$ cat config.mk
export PLATFORM = sky130hd
export DESIGN_NAME = movwide_const_encoder_flat
export DESIGN_NICKNAME = d
export VERILOG_FILES = /design/src/rtl/movwide_const_encoder_if.sv /design/src/rtl/movwide_const_encoder.sv /design/src/flat_wrapper.sv
export SDC_FILE = /design/constraint.sdc
export NUM_CORES = 1
export LEC_CHECK = 0
export CAP_MARGIN = 15
export CORE_ASPECT_RATIO = 0.6
export CORE_MARGIN = 8
export CORE_UTILIZATION = 25
export DETAILED_ROUTE_END_ITERATION = 8
export MAX_ROUTING_LAYER = met4
export SLEW_MARGIN = 10
export SYNTH_ARGS = -nofsm -noshare
export SYNTH_HDL_FRONTEND = slang
export SYNTH_SLANG_ARGS = --single-unit
$ cat constraint.sdc
create_clock -name CLK -period 2.35 [get_ports CLK]
set_input_delay 0.47 -clock CLK [delete_from_list [all_inputs] [get_ports CLK]]
set_output_delay 0.47 -clock CLK [all_outputs]
set_load 0.01 [all_outputs]
$ cat src/rtl/movwide_const_encoder_if.sv
// Request/instruction handshake bundle for the MOVZ/MOVK constant encoder.
// Requester drives the constant; the encoder streams 32-bit instructions back.
interface movwide_const_encoder_if;
  logic        InValid;
  logic        InReady;
  logic [63:0] ImmIn;
  logic [4:0]  RdIn;
  logic        OutValid;
  logic        OutReady;
  logic [31:0] InstrOut;
  logic        OutLast;
  logic [1:0]  SeqIdx;

  modport master (
    output InValid, ImmIn, RdIn, OutReady,
    input  InReady, OutValid, InstrOut, OutLast, SeqIdx
  );

  modport slave (
    input  InValid, ImmIn, RdIn, OutReady,
    output InReady, OutValid, InstrOut, OutLast, SeqIdx
  );
endinterface

$ cat src/rtl/movwide_const_encoder.sv
// Turns a 64-bit constant into the shortest MOVZ + MOVK sequence.
// One registered instruction per output handshake, ascending halfword order.
module movwide_const_encoder #(
  parameter bit SKIP_ZERO = 1'b1
) (
  input logic                     CLK,
  input logic                     Reset_L,
  movwide_const_encoder_if.slave  bus
);

  typedef enum logic {IDLE, EMIT} state_t;

  state_t      state;
  state_t      state_nxt;
  logic [63:0] val;
  logic [4:0]  rd;
  logic [3:0]  rem;
  logic [31:0] instr;
  logic        last;
  logic [1:0]  idx;

  logic [3:0]  m_in;
  logic [1:0]  first_hw;
  logic [3:0]  first_rem;
  logic [1:0]  next_hw;
  logic [3:0]  next_rem;
  logic        accept;
  logic        adv;

  function automatic logic [1:0] low_idx(
    input logic [3:0] m
  );
    logic [1:0] r;
    r = 2'd0;
    if (m[0])      r = 2'd0;
    else if (m[1]) r = 2'd1;
    else if (m[2]) r = 2'd2;
    else if (m[3]) r = 2'd3;
    return r;
  endfunction

  function automatic logic [3:0] clr_bit(
    input logic [3:0] m,
    input logic [1:0] hw
  );
    return m & ~(4'b0001 << hw);
  endfunction

  // bit 29 set selects MOVK (F28...), clear selects MOVZ (D28...)
  function automatic logic [31:0] enc(
    input logic        keep,
    input logic [1:0]  hw,
    input logic [15:0] imm,
    input logic [4:0]  r
  );
    return {keep ? 9'h1E5 : 9'h1A5, hw, imm, r};
  endfunction

  always_comb begin
    m_in = 4'b0000;
    for (int i = 0; i < 4; i++)
      m_in[i] = |bus.ImmIn[16*i +: 16];
    if (!SKIP_ZERO)
      m_in = 4'b1111;
  end

  always_comb begin
    first_hw  = low_idx(m_in);
    first_rem = clr_bit(m_in, first_hw);
    next_hw   = low_idx(rem);
    next_rem  = clr_bit(rem, next_hw);
  end

  assign accept = (state == IDLE) && bus.InValid;
  assign adv    = (state == EMIT) && bus.OutReady;

  always_ff @(posedge CLK or negedge Reset_L) begin
    if (!Reset_L)
      state <= IDLE;
    else
      state <= state_nxt;
  end

  always_comb begin
    state_nxt = state;
    unique case (state)
      IDLE: if (accept) state_nxt = EMIT;
      EMIT: if (adv && last) state_nxt = IDLE;
      default: state_nxt = IDLE;
    endcase
  end

  always_comb begin
    bus.InReady  = (state == IDLE);
    bus.OutValid = (state == EMIT);
    bus.InstrOut = instr;
    bus.OutLast  = last;
    bus.SeqIdx   = idx;
  end

  always_ff @(posedge CLK or negedge Reset_L) begin
    if (!Reset_L) begin
      val   <= '0;
      rd    <= '0;
      rem   <= '0;
      instr <= '0;
      last  <= 1'b0;
      idx   <= '0;
    end else if (accept) begin
      val   <= bus.ImmIn;
      rd    <= bus.RdIn;
      rem   <= first_rem;
      instr <= enc(1'b0, first_hw,
                   bus.ImmIn[{first_hw, 4'b0} +: 16],
                   bus.RdIn);
      last  <= (first_rem == 4'b0000);
      idx   <= 2'd0;
    end else if (adv && !last) begin
      rem   <= next_rem;
      instr <= enc(1'b1, next_hw,
                   val[{next_hw, 4'b0} +: 16], rd);
      last  <= (next_rem == 4'b0000);
      idx   <= idx + 2'd1;
    end
  end

endmodule

$ cat src/flat_wrapper.sv
// flat-port wrapper written by rule: the top's interface ports become plain ports
module movwide_const_encoder_flat 
#(
  parameter bit SKIP_ZERO = 1'b1
)
  (CLK, Reset_L, bus_InValid, bus_ImmIn, bus_RdIn, bus_OutReady, bus_InReady, bus_OutValid, bus_InstrOut, bus_OutLast, bus_SeqIdx);
  movwide_const_encoder_if bus_i ();
  input logic CLK;
  input logic Reset_L;
  input wire logic [$bits(bus_i.InValid)-1:0] bus_InValid;
  input wire logic [$bits(bus_i.ImmIn)-1:0] bus_ImmIn;
  input wire logic [$bits(bus_i.RdIn)-1:0] bus_RdIn;
  input wire logic [$bits(bus_i.OutReady)-1:0] bus_OutReady;
  output wire logic [$bits(bus_i.InReady)-1:0] bus_InReady;
  output wire logic [$bits(bus_i.OutValid)-1:0] bus_OutValid;
  output wire logic [$bits(bus_i.InstrOut)-1:0] bus_InstrOut;
  output wire logic [$bits(bus_i.OutLast)-1:0] bus_OutLast;
  output wire logic [$bits(bus_i.SeqIdx)-1:0] bus_SeqIdx;
  assign bus_i.InValid = bus_InValid;
  assign bus_i.ImmIn = bus_ImmIn;
  assign bus_i.RdIn = bus_RdIn;
  assign bus_i.OutReady = bus_OutReady;
  assign bus_InReady = bus_i.InReady;
  assign bus_OutValid = bus_i.OutValid;
  assign bus_InstrOut = bus_i.InstrOut;
  assign bus_OutLast = bus_i.OutLast;
  assign bus_SeqIdx = bus_i.SeqIdx;
  movwide_const_encoder #(.SKIP_ZERO(SKIP_ZERO)) u_core (.CLK(CLK), .Reset_L(Reset_L), .bus(bus_i));
endmodule
==> metrics.md, run 1 <==
| Metric | Value |
|---|---|
| Outcome | complete, but fails checks |
| Failing checks | setup timing |
| First-pass GRT wire length | slightly below 30,000 um |
| CTS sink cnt | 102 |
| Fin. Hold Viols | 0 |
| Max VDD drop | about 0.45 mV |
| Logic pwr share | 0.443 |
| Top cell type's share of synthesized area | 0.5061 |
| Die area | between 20,000 and 30,000 sq um |
| Critical Path End Type | flop |
| CP Data Required Time | 2.60 ns |
| Final min period | ~2.4 ns |
| CP Class | input pin to flop |
| Max frequency | 425.1 MHz |
| Leading cell type in the layout, fill and taps excluded | nand2_1 |
| Worst Setup Slack post-DPL | -0.3859 ns |
| Final worst setup slack | -0.002568 ns |
| P_leak | 0.003327 uW |
| Seq/Total Area, Yosys | 0.5061 |
| CTS Buf Count | 9 |
| Setup bufs post-CTS | 0 |
| Gr usage total | 0.1550 |
| GR Overflow Total | 0 |
| P_int | approximately 4900 uW |
| Number of DRC markers in iteration 0 | roughly 570 |
| Via count | between 4,000 and 5,000 |
| Fillers | just over 2,000 |
| Worst slew margin | 0.6554 |
| Fin nets | 819 |
| Detail Placement HPWL | ~15,000 um |
| Antenna cells | 0 |
| Max FO, Critical Path | 13 |
| NetSw | roughly 3100 uW |
| Wire length per cell | approximately 18 um |
| Area grow syn2layout | 44.55% |
| Setup TNS | -0.002568 ns |
| Final Setup Violations | 1 |
| Synth area leader | dfrtp_1 |
| Buffers on Ports | 106 |
| Routed wire length | roughly 19,000 um |
| Root Driver | clkbuf_16 |
| Switching share of total power | 0.3896 |
| Syn avg cell area | 8.848 sq um |
| Actual transition at the worst max-transition pin | 0.5157 ns |
| Sequential Power Share | 0.383 |
| H-tree Lvls | 3 |
| Gate Count Post-Synth | 570 |
| FP Rows | 40 |
| Startpoint types | input pin |
| Max-slew violation count | 0 |
| Count of cell types in the netlist | 52 |
| First drt pass iteration count | 5 |
| Starting Density | 0.2532 |
| Chip height | 126.0 um |
| Die X | around 200 um |
| ANT nets after route | 0 |
| Most frequent cells in the layout | nand2_1, clkdlybuf4s50_1, dfrtp_1, buf_4, a21oi_1 |
| Clk_skew | ~0.0057 ns |
| Reg clk slew, reported paths | 0.07 ns |
| Vias in the first global route | 4,807 |
| Register area | between 2000 and 3000 sq um |
| FF+latch count, synth | about 100 |
| Drt drc | 0 |
| Worst Hold Class | input pin to async pin |
| # IOs | 110 |
| Pwr dens | 1106 nW/um^2 |
| CP arrival | approximately 2.6 ns |
| Area of the multi-input gates | approximately 2300 sq um |
| Synth warnings | 0 |
| Max-Cap Viols | 0 |
| Routability cong. | approximately 0.85 |
| Top cells by area, synth | dfrtp_1, nand2_1, mux2i_1 |
| Via density | 4.830 |
| Skew-Pair Late Insertion Delay | roughly 0.35 ns |
| Mapped Area | approximately 5000 sq um |
| Core ar. | ~20,000 sq um |
| TritonCTS clock tree | done |
| RSZ-0062 raised after global routing | no |
| Crit share post-route | 1.001 |
| Largest net degree at the start of global routing | 48 |
| Clock network fraction of design power | 0.173 |
| Share of cells above drive strength 1 | 0.1771 |
| Longest Clk Path Bufs | 2 |
| Initial antenna violation count | 0 |
flip-flops by register name, summed over array words and instances, names as in the netlist:
signal and cells:
u_core.val 64, u_core.bus.InstrOut 25, u_core.rd 5, u_core.rem 4
u_core.bus.SeqIdx 2, u_core.bus.OutLast 1, u_core.bus.OutValid 1
worst paths after layout:
check / start / endpoint / slack (ns) / cells after the start
min in group CLK: u_core.rd[0] / u_core.rd[0] / 0.47 / 2
worst max register to register: u_core.rem[3] / u_core.bus.InstrOut[9] / 0.37 / 7
worst min register to register: u_core.rd[0] / u_core.rd[0] / 0.47 / 2
worst max-delay path: bus_ImmIn[17] / u_core.bus.InstrOut[20] / -0.003 / 6
max in group asynchronous: Reset_L / u_core.bus.InstrOut[17] / 1.57 / 2
worst min-delay path: Reset_L / u_core.val[3] / 0.05 / 1
through the flow:
stage | hold WS (ns) | utilization | std cells | area [sq um] | power (uW)
floorplan | 0.1744 | - | 572 | 5051 | 4968
global placement | 0.4448 | 0.3522 | 1008 | 7015 | 6632
detailed placement | 0.4365 | 0.3522 | 1008 | 7015 | 6677
CTS | 0.06317 | 0.3660 | 1024 | 7291 | 8086
global route | 0.06736 | 0.3660 | 1024 | 7291 | 8618
finish | 0.04844 | 0.3660 | 1024 | 7291 | 8066
routing by layer:
metal  vias to the layer above  wire, um  global-route usage
met5                         -         0                   -
met4                         0       125             0.02241
met3                        10      2191             0.05718
met2                       248      7171              0.1939
met1                      2372      9388              0.2328
li1                       2316         -                   -
what timing repair did:
action | 4_1_cts | 5_1_grt
resized for setup | 1 | 0
endpoints found under the setup margin | 2 | 0
hold buffers | 0 | 0
critical path: stages:
cell and delay [ns]:
clkdlybuf4s50_1 0.45, nor4_2 0.52, and4_4 0.33, nand2_4 0.07
or3_4 0.46, o311ai_1 0.30
final cells by class:
cell class / count / share of cell area
clock inverter: 5 / 0.004977
multi-input combinational: 425 / 0.3101
tap: 273 / 0.04685
inverter: 2 / 0.001030
timing repair buffer: 206 / 0.2550
clock buffer: 11 / 0.03192
sequential: 102 / 0.3501
logic make-up after synthesis:
group | share of synthesized area
flops | 0.5061
mux | 0.03175
other cells | 0.0007435
xor+xnor | 0.001737
compound gates | 0.1585
buf+inv | 0.05110
simple gates | 0.2501
Yosys cell counts (all sizes together):
cell type / count
nor3: 3
o21bai: 1
nand4: 3
a22oi: 14
nor3b: 1
nand3: 1
nor2: 16
o311ai: 1
nand3b: 1
o22a: 12
and2: 4
dfrtp: 102
nor2b: 2
mux2i: 16
o31ai: 4
and4: 3
or3: 4
clkbuf: 18
a2bb2oi: 1
o211ai: 3
a21o: 1
xor2: 1
conb: 1
buf: 25
o21ai: 22
inv: 2
and3: 2
a221oi: 2
or2: 1
a31oi: 7
nor4: 16
o221ai: 15
a32o: 1
a21oi: 27
a221o: 2
o41ai: 2
a211oi: 1
nand2: 231
o21a: 1
power by group through the flow:
stage	sequential (uW)	combinational, uW	clock [uW]
detailed placement	3110	3560	0
global route	3180	3950	1490
finish	3090	3580	1400
global placement	3110	3530	0
CTS	3090	3570	1430
floorplan	3080	1890	0
(Power assumes the default switching activity.)
==> inputs of run 2 (changes only) <==
--- a/config.mk
+++ b/config.mk
@@ -10,6 +10,7 @@
 export CORE_MARGIN = 8
 export CORE_UTILIZATION = 25
 export DETAILED_ROUTE_END_ITERATION = 8
+export HOLD_SLACK_MARGIN = 0.05
 export MAX_ROUTING_LAYER = met4
 export SLEW_MARGIN = 10
 export SYNTH_ARGS = -nofsm -noshare
==> results of run 2 <==
The final DEF is identical to that of run 1; final timing and power are the same.
==> inputs of run 3 (changes only) <==
--- a/config.mk
+++ b/config.mk
@@ -6,12 +6,15 @@
 export NUM_CORES = 1
 export LEC_CHECK = 0
 export CAP_MARGIN = 15
+export CELL_PAD_IN_SITES_DETAIL_PLACEMENT = 2
+export CELL_PAD_IN_SITES_GLOBAL_PLACEMENT = 2
 export CORE_ASPECT_RATIO = 0.6
 export CORE_MARGIN = 8
 export CORE_UTILIZATION = 25
 export DETAILED_ROUTE_END_ITERATION = 8
-export HOLD_SLACK_MARGIN = 0.05
+export HOLD_SLACK_MARGIN = 0.02
 export MAX_ROUTING_LAYER = met4
+export PLACE_DENSITY_LB_ADDON = 0.1
 export SLEW_MARGIN = 10
 export SYNTH_ARGS = -nofsm -noshare
 export SYNTH_HDL_FRONTEND = slang
==> constraint.sdc (replaced) <==
create_clock -name CLK -period 2.2 [get_ports CLK]
set_input_delay 0.44 -clock CLK [delete_from_list [all_inputs] [get_ports CLK]]
set_output_delay 0.44 -clock CLK [all_outputs]
set_load 0.01 [all_outputs]
==> run 3 against run 2 <==
The run still ends with setup timing left. Flip-flop and latch count unchanged. First-iteration DRC count fell by 56%. Design area rose by 3.9%. Critical endpoint unchanged. Largest cell class unchanged.
==> metrics.md, run 3 (synthesized netlist as in run 1, its figures left out) <==
| Metric | Value |
|---|---|
| Outcome | complete, but fails checks |
| Failing checks | setup timing |
| Fillers | 2,248 |
| Reg clk slew, reported paths | 0.07 ns |
| Fin util | 0.3803 |
| CP max stage delay | ~0.46 ns |
| Largest register FFs | 64 |
| Crit path cell chain | clkdlybuf4s50_1 > nor4_4 > buf_4 > and4_4 > nand2_4 > or3_4 > o311ai_2 |
| Hold buffer count at cts | 0 |
| Root Driver | clkbuf_16 |
| Max FO, Critical Path | 13 |
| Share of cells above drive strength 1 | 0.2042 |
| Initial antenna violation count | 0 |
| Max-slew violation count | 0 |
| CP arrival | between 2 and 2.5 ns |
| Gr usage total | 0.1881 |
| Worst path top cell family by delay | simple AND/OR/NAND/NOR gates |
| Final worst setup slack | -0.01544 ns |
| Slowest stage cell, crit path | clkdlybuf4s50_1 |
| Clk_skew | between 0.007 and 0.008 ns |
| Inst Count DP | ~1,000 |
| Antenna cells | 0 |
| Routability cong. | 0.7783 |
| Fin nets | 832 |
| Wire length per cell | 21.90 um |
| Area grow syn2layout | 50.19% |
| Reg-to-Reg Start | u_core.rem[0] |
| Die X | between 150 and 200 um |
| Skew-Pair Late Insertion Delay | approximately 0.35 ns |
| Most frequent cells in the layout | nand2_1, buf_4, dfrtp_1, clkdlybuf4s50_1, a21oi_1 |
| Worst Hold Class | input pin to async pin |
| Fin cells | just over 1,000 |
| Worst slew margin | 0.6558 |
| CP Buf/Inv Count | 2 |
| Reg2reg end | u_core.bus.InstrOut[5] |
| CTS Buf Count | 9 |
| Max-Cap Viols | 0 |
| RSZ-0062 raised after global routing | yes |
| Largest net degree at the start of global routing | between 40 and 50 |
| CP Data Required Time | 2.45 ns |
| First-pass GRT wire length | approximately 35,000 um |
| Chip height | around 130 um |
| Core ar. | around 20,000 sq um |
| Worst setup path startpoint | bus_ImmIn[12] |
| Worst R2R Setup Slack | 0.22 ns |
| Drt drc | 0 |
| Die area | approximately 25,000 sq um |
| Vias in the first global route | around 5,600 |
| P_leak | 0.003546 uW |
| Buffers on Ports | 106 |
| Detail Placement HPWL | around 18,000 um |
| Max frequency | approximately 450 MHz |
| Max VDD drop | between 0.5 and 0.6 mV |
| ANT nets after route | 0 |
| Starting Density | 0.2532 |
| FP Rows | 40 |
| CP Depth | 7 |
| CP Class | input pin to flop |
| Leading cell type in the layout, fill and taps excluded | nand2_1 |
| Crit share post-route | 1.007 |
| Final Setup Violations | 3 |
| Fin. Hold Viols | 0 |
| Overall power | 9109 uW |
| Number of DRC markers in iteration 0 | roughly 250 |
| # IOs | 110 |
| Pwr dens | about 1200 nW/um^2 |
| FF-to-FF path depth | 7 |
| First drt pass iteration count | 4 |
| CP Capture Point | u_core.bus.InstrOut[20] |
| H-tree Lvls | 3 |
| Critical Path End Type | flop |
| Routed wire length | 22,710 um |
| Largest Register | u_core.val |
| Area after DPL | about 7100 sq um |
| Startpoint types | input pin |
| Design Area, Final | ~7600 sq um |
| Actual transition at the worst max-transition pin | between 0.5 and 0.6 ns |
| Final min period | ~2.2 ns |
| TritonCTS clock tree | done |
| CTS sink cnt | around 100 |
| Via density | approximately 4.8 |
| GR Overflow Total | 0 |
| Longest Clk Path Bufs | 2 |
| Via count | ~5,000 |
## run 3: changes by cell type in the layout (fill, tap and decap cells not counted), sizes merged
cell           before  now
clkinvlp            3    2
dlymetal6s2s        0   11
bufinv              0    1
clkdlybuf4s50     105   94
buf               101  114
## run 3: layout make-up
cell class                 instances  area, sq um  share of cell area
tap                              273        341.6             0.04509
timing repair buffer             219         2038              0.2691
multi-input combinational        425         2333              0.3081
clock buffer                      11        242.7             0.03204
clock inverter                     5        58.81            0.007763
inverter                           2        7.507           0.0009911
sequential                       102         2552              0.3370
## run 3: metrics by stage
stage | setup WS (ns) | hold slack (ns) | TNS (ns)
global placement | -0.5205 | 0.4245 | -8.872
finish | -0.01544 | 0.04112 | -0.02272
CTS | 0.01548 | 0.04692 | 0
floorplan | 0.3416 | 0.1444 | 0
global route | -0.04085 | 0.05030 | -0.1365
detailed placement | -0.5601 | 0.4347 | -8.977
## run 3: per-layer routing
metal,global-route usage,share of wire
met4,0.02845,0.0024
met2,0.2635,0.43
met3,0.04149,0.048
met5,-,0
met1,0.2762,0.52
## run 3: repair_timing
| item | CTS | global route |
|---|---|---|
| pin swaps | 4 | 3 |
| endpoints found under the setup margin | 16 | 18 |
| hold endpoints to repair | 0 | 0 |
| setup buffers | 1 | 1 |
| cloned | 0 | 0 |
| gates resized for setup | 8 | 17 |
## run 3: worst min-delay path by stage
stage            start  depth (start not counted)  slack [ns]                endpoint
2_1_floorplan  Reset_L                          0        0.14  u_core.bus.InstrOut[0]
3_3_place_gp   Reset_L                          1        0.42          u_core.val[54]
3_5_place_dp   Reset_L                          1        0.43          u_core.val[38]
4_1_cts        Reset_L                          1        0.05          u_core.val[38]
5_1_grt        Reset_L                          1        0.05          u_core.val[52]
6_report       Reset_L                          1        0.04          u_core.val[36]
## run 3: power by group
part	switching [uW]	internal, uW
logic	2330	1790
clock network	745	915
registers	565	2760
total	3640	5470
